--- config.mk ---
export PLATFORM = sky130hd
export DESIGN_NAME = matrix_keypad_scanner
export DESIGN_NICKNAME = d
export VERILOG_FILES = /design/src/rtl/keypad_pkg.sv /design/src/rtl/matrix_keypad_scanner_sync_2ff.sv /design/src/rtl/matrix_keypad_scanner.sv
export SDC_FILE = /design/constraint.sdc
export NUM_CORES = 1
export LEC_CHECK = 0
export BUFFER_PORTS_ARGS = -buffer_cell sky130_fd_sc_hd__buf_2
export CORE_ASPECT_RATIO = 0.9
export CORE_UTILIZATION = 29
export CTS_BUF_LIST = sky130_fd_sc_hd__clkbuf_2 sky130_fd_sc_hd__clkbuf_4 sky130_fd_sc_hd__clkbuf_8
export DETAILED_ROUTE_END_ITERATION = 16
export SLEW_MARGIN = 20
export SYNTH_ARGS = -nofsm -noshare
export SYNTH_HDL_FRONTEND = slang
export SYNTH_SLANG_ARGS = --single-unit
export TNS_END_PERCENT = 20
--- constraint.sdc ---
create_clock -name CLK -period 13.25 [get_ports CLK]
set_input_delay 2.65 -clock CLK [delete_from_list [all_inputs] [get_ports CLK]]
set_output_delay 2.65 -clock CLK [all_outputs]
set_load 0.01 [all_outputs]
--- src/rtl/keypad_pkg.sv ---
// Shared definitions for the matrix keypad scanner: column drive patterns,
// FSM state encoding, frame classification and the snapshot-to-key mapping.
package keypad_pkg;

  localparam int KEY_W    = 4;
  localparam int NUM_COLS = 4;
  localparam int NUM_ROWS = 4;

  // Active-low one-hot column drive, indexed by column number; same rotation
  // as the display digit select.
  localparam logic [NUM_COLS-1:0] COL_PAT [NUM_COLS] = '{
    4'b1110, 4'b1101, 4'b1011, 4'b0111
  };

  typedef enum logic [1:0] {
    IDLE,
    PRESS_DB,
    PRESSED,
    REL_DB
  } state_t;

  typedef enum logic [1:0] {
    FRAME_EMPTY,
    FRAME_SINGLE,
    FRAME_MULTI
  } frame_kind_t;

  // The snapshot is stored column-major (bit = col*4 + row); the reported key
  // code is row-major (row*4 + col), so the two 2-bit halves swap.
  function automatic logic [KEY_W-1:0] key_of_bit(input logic [3:0] bit_idx);
    return {bit_idx[1:0], bit_idx[3:2]};
  endfunction

endpackage

--- src/rtl/matrix_keypad_scanner_sync_2ff.sv ---
// Two-flop synchronizer for asynchronous level inputs. The reset value is
// chosen by the user so idle lines (e.g. pulled-up rows) read as inactive.
module sync_2ff #(
  parameter int             W         = 4,
  parameter logic [W-1:0]   RESET_VAL = '1
) (
  input  logic         clk_i,
  input  logic         rst_i,
  input  logic [W-1:0] d_i,
  output logic [W-1:0] q_o
);

  logic [W-1:0] meta_q;
  logic [W-1:0] sync_q;

  // Shift the asynchronous input through two flops.
  // NOTE: non-blocking assignments let both flops sample the pre-edge values,
  // giving a true two-stage pipeline instead of a single collapsed flop.
  always_ff @(posedge clk_i) begin
    if (rst_i) begin
      meta_q <= RESET_VAL;
      sync_q <= RESET_VAL;
    end else begin
      meta_q <= d_i;
      sync_q <= meta_q;
    end
  end

  assign q_o = sync_q;

endmodule

--- src/rtl/matrix_keypad_scanner.sv ---
// 4x4 matrix keypad scanner: rotates an active-low column drive, samples the
// synchronized rows at the end of each column slot, classifies each complete
// frame and debounces whole frames before reporting a key press.
module matrix_keypad_scanner
  import keypad_pkg::*;
#(
  parameter int SCAN_TICKS     = 50000,
  parameter int DEBOUNCE_SCANS = 5
) (
  input  logic             CLK,
  input  logic             RST,
  input  logic [3:0]       Row_In,
  output logic [3:0]       Col_Out,
  output logic [KEY_W-1:0] Key_Code,
  output logic             Key_Valid,
  output logic             Key_Held
);

  localparam int TICK_W = (SCAN_TICKS > 1) ? $clog2(SCAN_TICKS) : 1;
  localparam int CNT_W  = $clog2(DEBOUNCE_SCANS + 1);

  localparam logic [TICK_W-1:0] TICK_LAST = TICK_W'(SCAN_TICKS - 1);
  localparam logic [CNT_W-1:0]  CNT_DONE  = CNT_W'(DEBOUNCE_SCANS);
  localparam logic [CNT_W-1:0]  CNT_ONE   = CNT_W'(1);

  logic [3:0]        row_sync;
  logic [3:0]        row_hits;
  logic [TICK_W-1:0] tick_q;
  logic [1:0]        col_q;
  logic [15:0]       snap_q;
  logic [15:0]       frame;
  logic [4:0]        hit_cnt;
  logic [3:0]        hit_idx;
  logic [KEY_W-1:0]  hit_key;
  frame_kind_t       frame_kind;
  logic              slot_end;
  logic              frame_end;

  state_t            state_q,     state_d;
  logic [KEY_W-1:0]  cand_q,      cand_d;
  logic [CNT_W-1:0]  cnt_q,       cnt_d;
  logic [KEY_W-1:0]  key_code_q,  key_code_d;
  logic              key_valid_q, key_valid_d;
  logic              key_held_q,  key_held_d;

  sync_2ff #(
    .W         (4),
    .RESET_VAL (4'b1111)
  ) u_row_sync (
    .clk_i (CLK),
    .rst_i (RST),
    .d_i   (Row_In),
    .q_o   (row_sync)
  );

  assign row_hits  = ~row_sync;
  assign slot_end  = (tick_q == TICK_LAST);
  assign frame_end = slot_end && (col_q == 2'd3);

  // Slot timer and column rotation; the column advances exactly on the wrap.
  always_ff @(posedge CLK) begin
    if (RST) begin
      tick_q <= '0;
      col_q  <= '0;
    end else if (slot_end) begin
      tick_q <= '0;
      col_q  <= col_q + 2'd1;
    end else begin
      tick_q <= tick_q + TICK_W'(1);
    end
  end

  // Capture the settled rows of the current column into the frame snapshot.
  // NOTE: the snapshot is a plain register bank and must be cleared on reset so
  // a partial frame from before the reset can never complete a key.
  always_ff @(posedge CLK) begin
    if (RST) begin
      snap_q <= '0;
    end else if (slot_end) begin
      snap_q[{col_q, 2'b00} +: 4] <= row_hits;
    end
  end

  // Complete frame as seen at the end of column 3 (its own bits are written
  // into the snapshot on this same edge) and classify it.
  // NOTE: every combinational output gets a default before any branch, so no
  // path leaves a value held and no latch is inferred.
  always_comb begin
    frame   = snap_q;
    hit_cnt = '0;
    hit_idx = '0;
    frame[{col_q, 2'b00} +: 4] = row_hits;
    for (int i = 0; i < 16; i++) begin
      if (frame[i]) begin
        hit_cnt = hit_cnt + 5'd1;
        hit_idx = 4'(i);
      end
    end
    if (hit_cnt == 5'd0)      frame_kind = FRAME_EMPTY;
    else if (hit_cnt == 5'd1) frame_kind = FRAME_SINGLE;
    else                      frame_kind = FRAME_MULTI;
  end

  assign hit_key = key_of_bit(hit_idx);

  // Debounce state and output registers.
  always_ff @(posedge CLK) begin
    if (RST) begin
      state_q     <= IDLE;
      cand_q      <= '0;
      cnt_q       <= '0;
      key_code_q  <= '0;
      key_valid_q <= 1'b0;
      key_held_q  <= 1'b0;
    end else begin
      state_q     <= state_d;
      cand_q      <= cand_d;
      cnt_q       <= cnt_d;
      key_code_q  <= key_code_d;
      key_valid_q <= key_valid_d;
      key_held_q  <= key_held_d;
    end
  end

  // Frame-level debounce: decisions are taken only when a frame completes.
  always_comb begin
    state_d     = state_q;
    cand_d      = cand_q;
    cnt_d       = cnt_q;
    key_code_d  = key_code_q;
    key_valid_d = 1'b0;
    key_held_d  = key_held_q;

    if (frame_end) begin
      case (state_q)
        IDLE: begin
          if (frame_kind == FRAME_SINGLE) begin
            state_d = PRESS_DB;
            cand_d  = hit_key;
            cnt_d   = CNT_ONE;
          end
        end
        PRESS_DB: begin
          if (frame_kind == FRAME_SINGLE) begin
            if (hit_key == cand_q) begin
              if (cnt_q + CNT_ONE == CNT_DONE) begin
                state_d     = PRESSED;
                cnt_d       = '0;
                key_code_d  = cand_q;
                key_valid_d = 1'b1;
                key_held_d  = 1'b1;
              end else begin
                cnt_d = cnt_q + CNT_ONE;
              end
            end else begin
              cand_d = hit_key;
              cnt_d  = CNT_ONE;
            end
          end else begin
            state_d = IDLE;
            cnt_d   = '0;
          end
        end
        PRESSED: begin
          if (frame_kind == FRAME_EMPTY) begin
            state_d = REL_DB;
            cnt_d   = CNT_ONE;
          end
        end
        REL_DB: begin
          if (frame_kind == FRAME_EMPTY) begin
            if (cnt_q + CNT_ONE == CNT_DONE) begin
              state_d    = IDLE;
              cnt_d      = '0;
              key_held_d = 1'b0;
            end else begin
              cnt_d = cnt_q + CNT_ONE;
            end
          end else begin
            state_d = PRESSED;
            cnt_d   = '0;
          end
        end
        default: begin
          state_d = IDLE;
          cnt_d   = '0;
        end
      endcase
    end
  end

  assign Col_Out   = COL_PAT[col_q];
  assign Key_Code  = key_code_q;
  assign Key_Valid = key_valid_q;
  assign Key_Held  = key_held_q;

endmodule

==> flow_summary.yaml <==
drt:
  drt-initial-drc-count: 230
  num_vias: 3991
  wl_um: 10200
  dr.pass1.iters: 4
  wl_per_cell_um: 13.2
  route.detailed.drc: 0
  viasPerCell: 5.15
  drtAntennaViolNets: 0
floorplanning:
  ios: 16
  num_rows: 43
  die_y_um: 121
  start_util_pct: 29.6
  die-width_um: 134
  core_area_mm2: 0.0154
  die_area_mm2: 0.0162
logic_synthesis:
  yosys-top-cells-area: "dfxtp_1 (25%), nor2_1 (6.1%), ha_1 (6.1%), xnor2_1 (5.6%), xor2_1 (3.5%)"
  yosys.area.top_type_share_pct: 25.1
  synth_warnings: 0
  synth_edf_count: 0
  synth-seq-area-share_pct: 25.1
  netlist_area_mm2: 0.00455
  ys_ff_latch: 57
  synthFlopType: "dfxtp_1"
  syn_nets: 586
  syn_avg_cell_area_um2: 8.15
  ys_async_sr_fraction_pct: 0
  synth_cell_type_count: 77
  yosysTopAreaCell: "dfxtp_1"
  syn_inst: 558
global_route:
  grt_max_degree: 43
  grt_pass1_wl_um: 17900
  grt-ovfl-total: 0
  grt_usage_pct: 13.4
  grt_pass1_vias: 3836
  antenna_found_initial: 0
timing:
  slew_violations: 0
  fmax_mhz: 84.5
  max-slew-margin-rel_pct: 30.3
  fin_crit_ns: 11.83
  tightest_slew_ns: 1.04
  rsz0062_at_grt: "no"
  fin_crit_sh_pct: 89.3
  finalHoldViolations: 0
  final.setup.tns_ns: 0
  finalSetupViolCount: 0
  clock_skew_ns: 0.0129
power_and_ir_drop:
  irDropWorstVdd_mv: 0.0571
  finalPower_mw: 0.373
  power-per-cell-area_mw_per_mm2: 74.8
  leakagePower_nw: 1.89
place:
  gp_congestion: 0.798
  detailed_place_hpwl_um: 7690
  dp_cells: 759
  io_buffers: 15
final_layout:
  final_common_cell: "nor2_1"
  antennaDiodeCount: 0
  drive_gt1_share_pct: 14.5
  fillers: 1647
  nets: 596
  area_growth_pct: 9.54
  final_cell_mix: "nor2_1 (73), dfxtp_1 (57), nand2_1 (40)"
  final_cells: 775
critical_path:
  worst-setup-path-type: "reg2reg"
  slowest_stage: "xnor2_2"
  end_kind: "flop"
  path_max_fanout: 18
  worstPathArrival_ns: 12.07
  cp_slowest_stage_delay_ns: 0.64
  worstPathRequired_ns: 13.48
  cp_common_cell: "ha_1"
  crit_path_start_kind: "flop"
  cp_num_buf_inv: 4
  crit_family: "adder cells"
clock_network:
  cts_setup_buffers: 0
  clockBufferDepth: 2
  cts_buffers: 9
  ctsHoldBuffers: 0
  clk_latency_ns: 0.35
  cts_resized: 0
  cts_sinks: 57
  cts_tree: "done"
  cts.htree.levels: 3
  cts-root-buf: "clkbuf_8"
  cts.reportedPaths.clkPinSlew_ns: 0.08
hold_path:
  hp-class: "reg2reg"
status:
  outcome: "finished clean"
job:
  max_cap_viol_count: 0
worst register-to-register path, delay by kind of cell (launching register included):
kind / cells / cell delay [ns]
muxes: 3 / 0.92
adders and majority gates: 16 / 4.88
DFF: 1 / 0.61
xor gates and xnor gates: 1 / 0.65
buffers and inverters: 4 / 0.46
and+or+nand+nor: 17 / 2.18
AOI/OAI and AO/OA: 12 / 2.03
metrics by stage:
stage / setup slack (ns) / hold slack, ns / instance area [um^2] / util (%)
6_report: 1.42 / 0.401 / 4980 / 32.4
4_1_cts: 1.47 / 0.413 / 4980 / 32.4
3_5_place_dp: 1.50 / 0.397 / 4810 / 31.2
5_1_grt: 0.290 / 0.421 / 4980 / 32.4
2_1_floorplan: 3.12 / 0.389 / 4550 / -
3_3_place_gp: 2.14 / 0.393 / 4810 / 31.2
where the power goes:
| part | switching (mW) | leakage [nW] | internal (mW) |
|---|---|---|---|
| combinational | 0.0276 | 1.35 | 0.0200 |
| sequential | 0.00131 | 0.462 | 0.173 |
| clock | 0.0820 | 0.0822 | 0.0689 |
| total | 0.111 | 1.89 | 0.262 |
state kept, by name, indices dropped and copies added, names as in the netlist:
signal             count
Key_Code               4
tick_q                16
col_q                  2
u_row_sync.meta_q      4
Key_Valid              1
cnt_q                  3
cand_q                 4
Key_Held               1
state_q                2
u_row_sync.q_o         4
snap_q                16
logic make-up after synthesis:
logic type	share of synthesized area [%]
DFF	25.1
adders and majority gates	6.27
xor gates and xnor gates	15.5
and+or+nand+nor	25.8
muxes	2.06
AOI/OAI and AO/OA	20.6
buffers and inverters	4.70
path summary, 6_finish.rpt:
path | startpoint | endpoint | slack [ns] | depth (start not counted)
worst min register to register | u_row_sync.meta_q[3] | u_row_sync.q_o[3] | 0.40 | 1
worst max-delay path | col_q[0] | cand_q[0] | 1.42 | 53
worst min-delay path | u_row_sync.meta_q[3] | u_row_sync.q_o[3] | 0.40 | 1
worst max register to register | col_q[0] | cand_q[0] | 1.42 | 53
routing by layer:
metal	routed length, um	share of wire (%)	GRT usage [%]
met1	5080	50	17.7
met4	89	0.87	3.58
met3	292	2.9	2.98
met2	4750	46	22.1
met5	0	0	0
cells in the mapped netlist, types with 3 or more instances:
master     instances
nor2_1            74
dfxtp_1           57
nand2_1           40
inv_1             29
xnor2_1           29
a21oi_1           25
ha_1              22
nand3_1           20
a211oi_1          18
o21ai_0           18
xor2_1            18
nor2b_1           14
clkbuf_1          13
a31o_2            12
nand4_1           12
a31oi_1           10
and3_1            10
nor3_1             9
or2_2              9
and2_1             7
mux2i_1            6
nand2b_1           6
o21ai_1            5
o2111ai_1          4
o32ai_1            4
or3_1              4
xnor2_4            4
a21boi_0           3
nand4b_1           3
nor4_1             3
o211ai_1           3
o22ai_1            3
xnor2_2            3
layout make-up:
| class | count | area [um^2] | area share (%) |
|---|---|---|---|
| clock buffer | 9 | 124 | 2.49 |
| multi-input combinational | 451 | 3200 | 64.1 |
| inverter | 31 | 118 | 2.36 |
| timing repair buffer | 18 | 97.6 | 1.96 |
| tap | 202 | 253 | 5.07 |
| clock inverter | 7 | 53.8 | 1.08 |
| sequential | 57 | 1140 | 22.9 |
(Power assumes the default switching activity.)
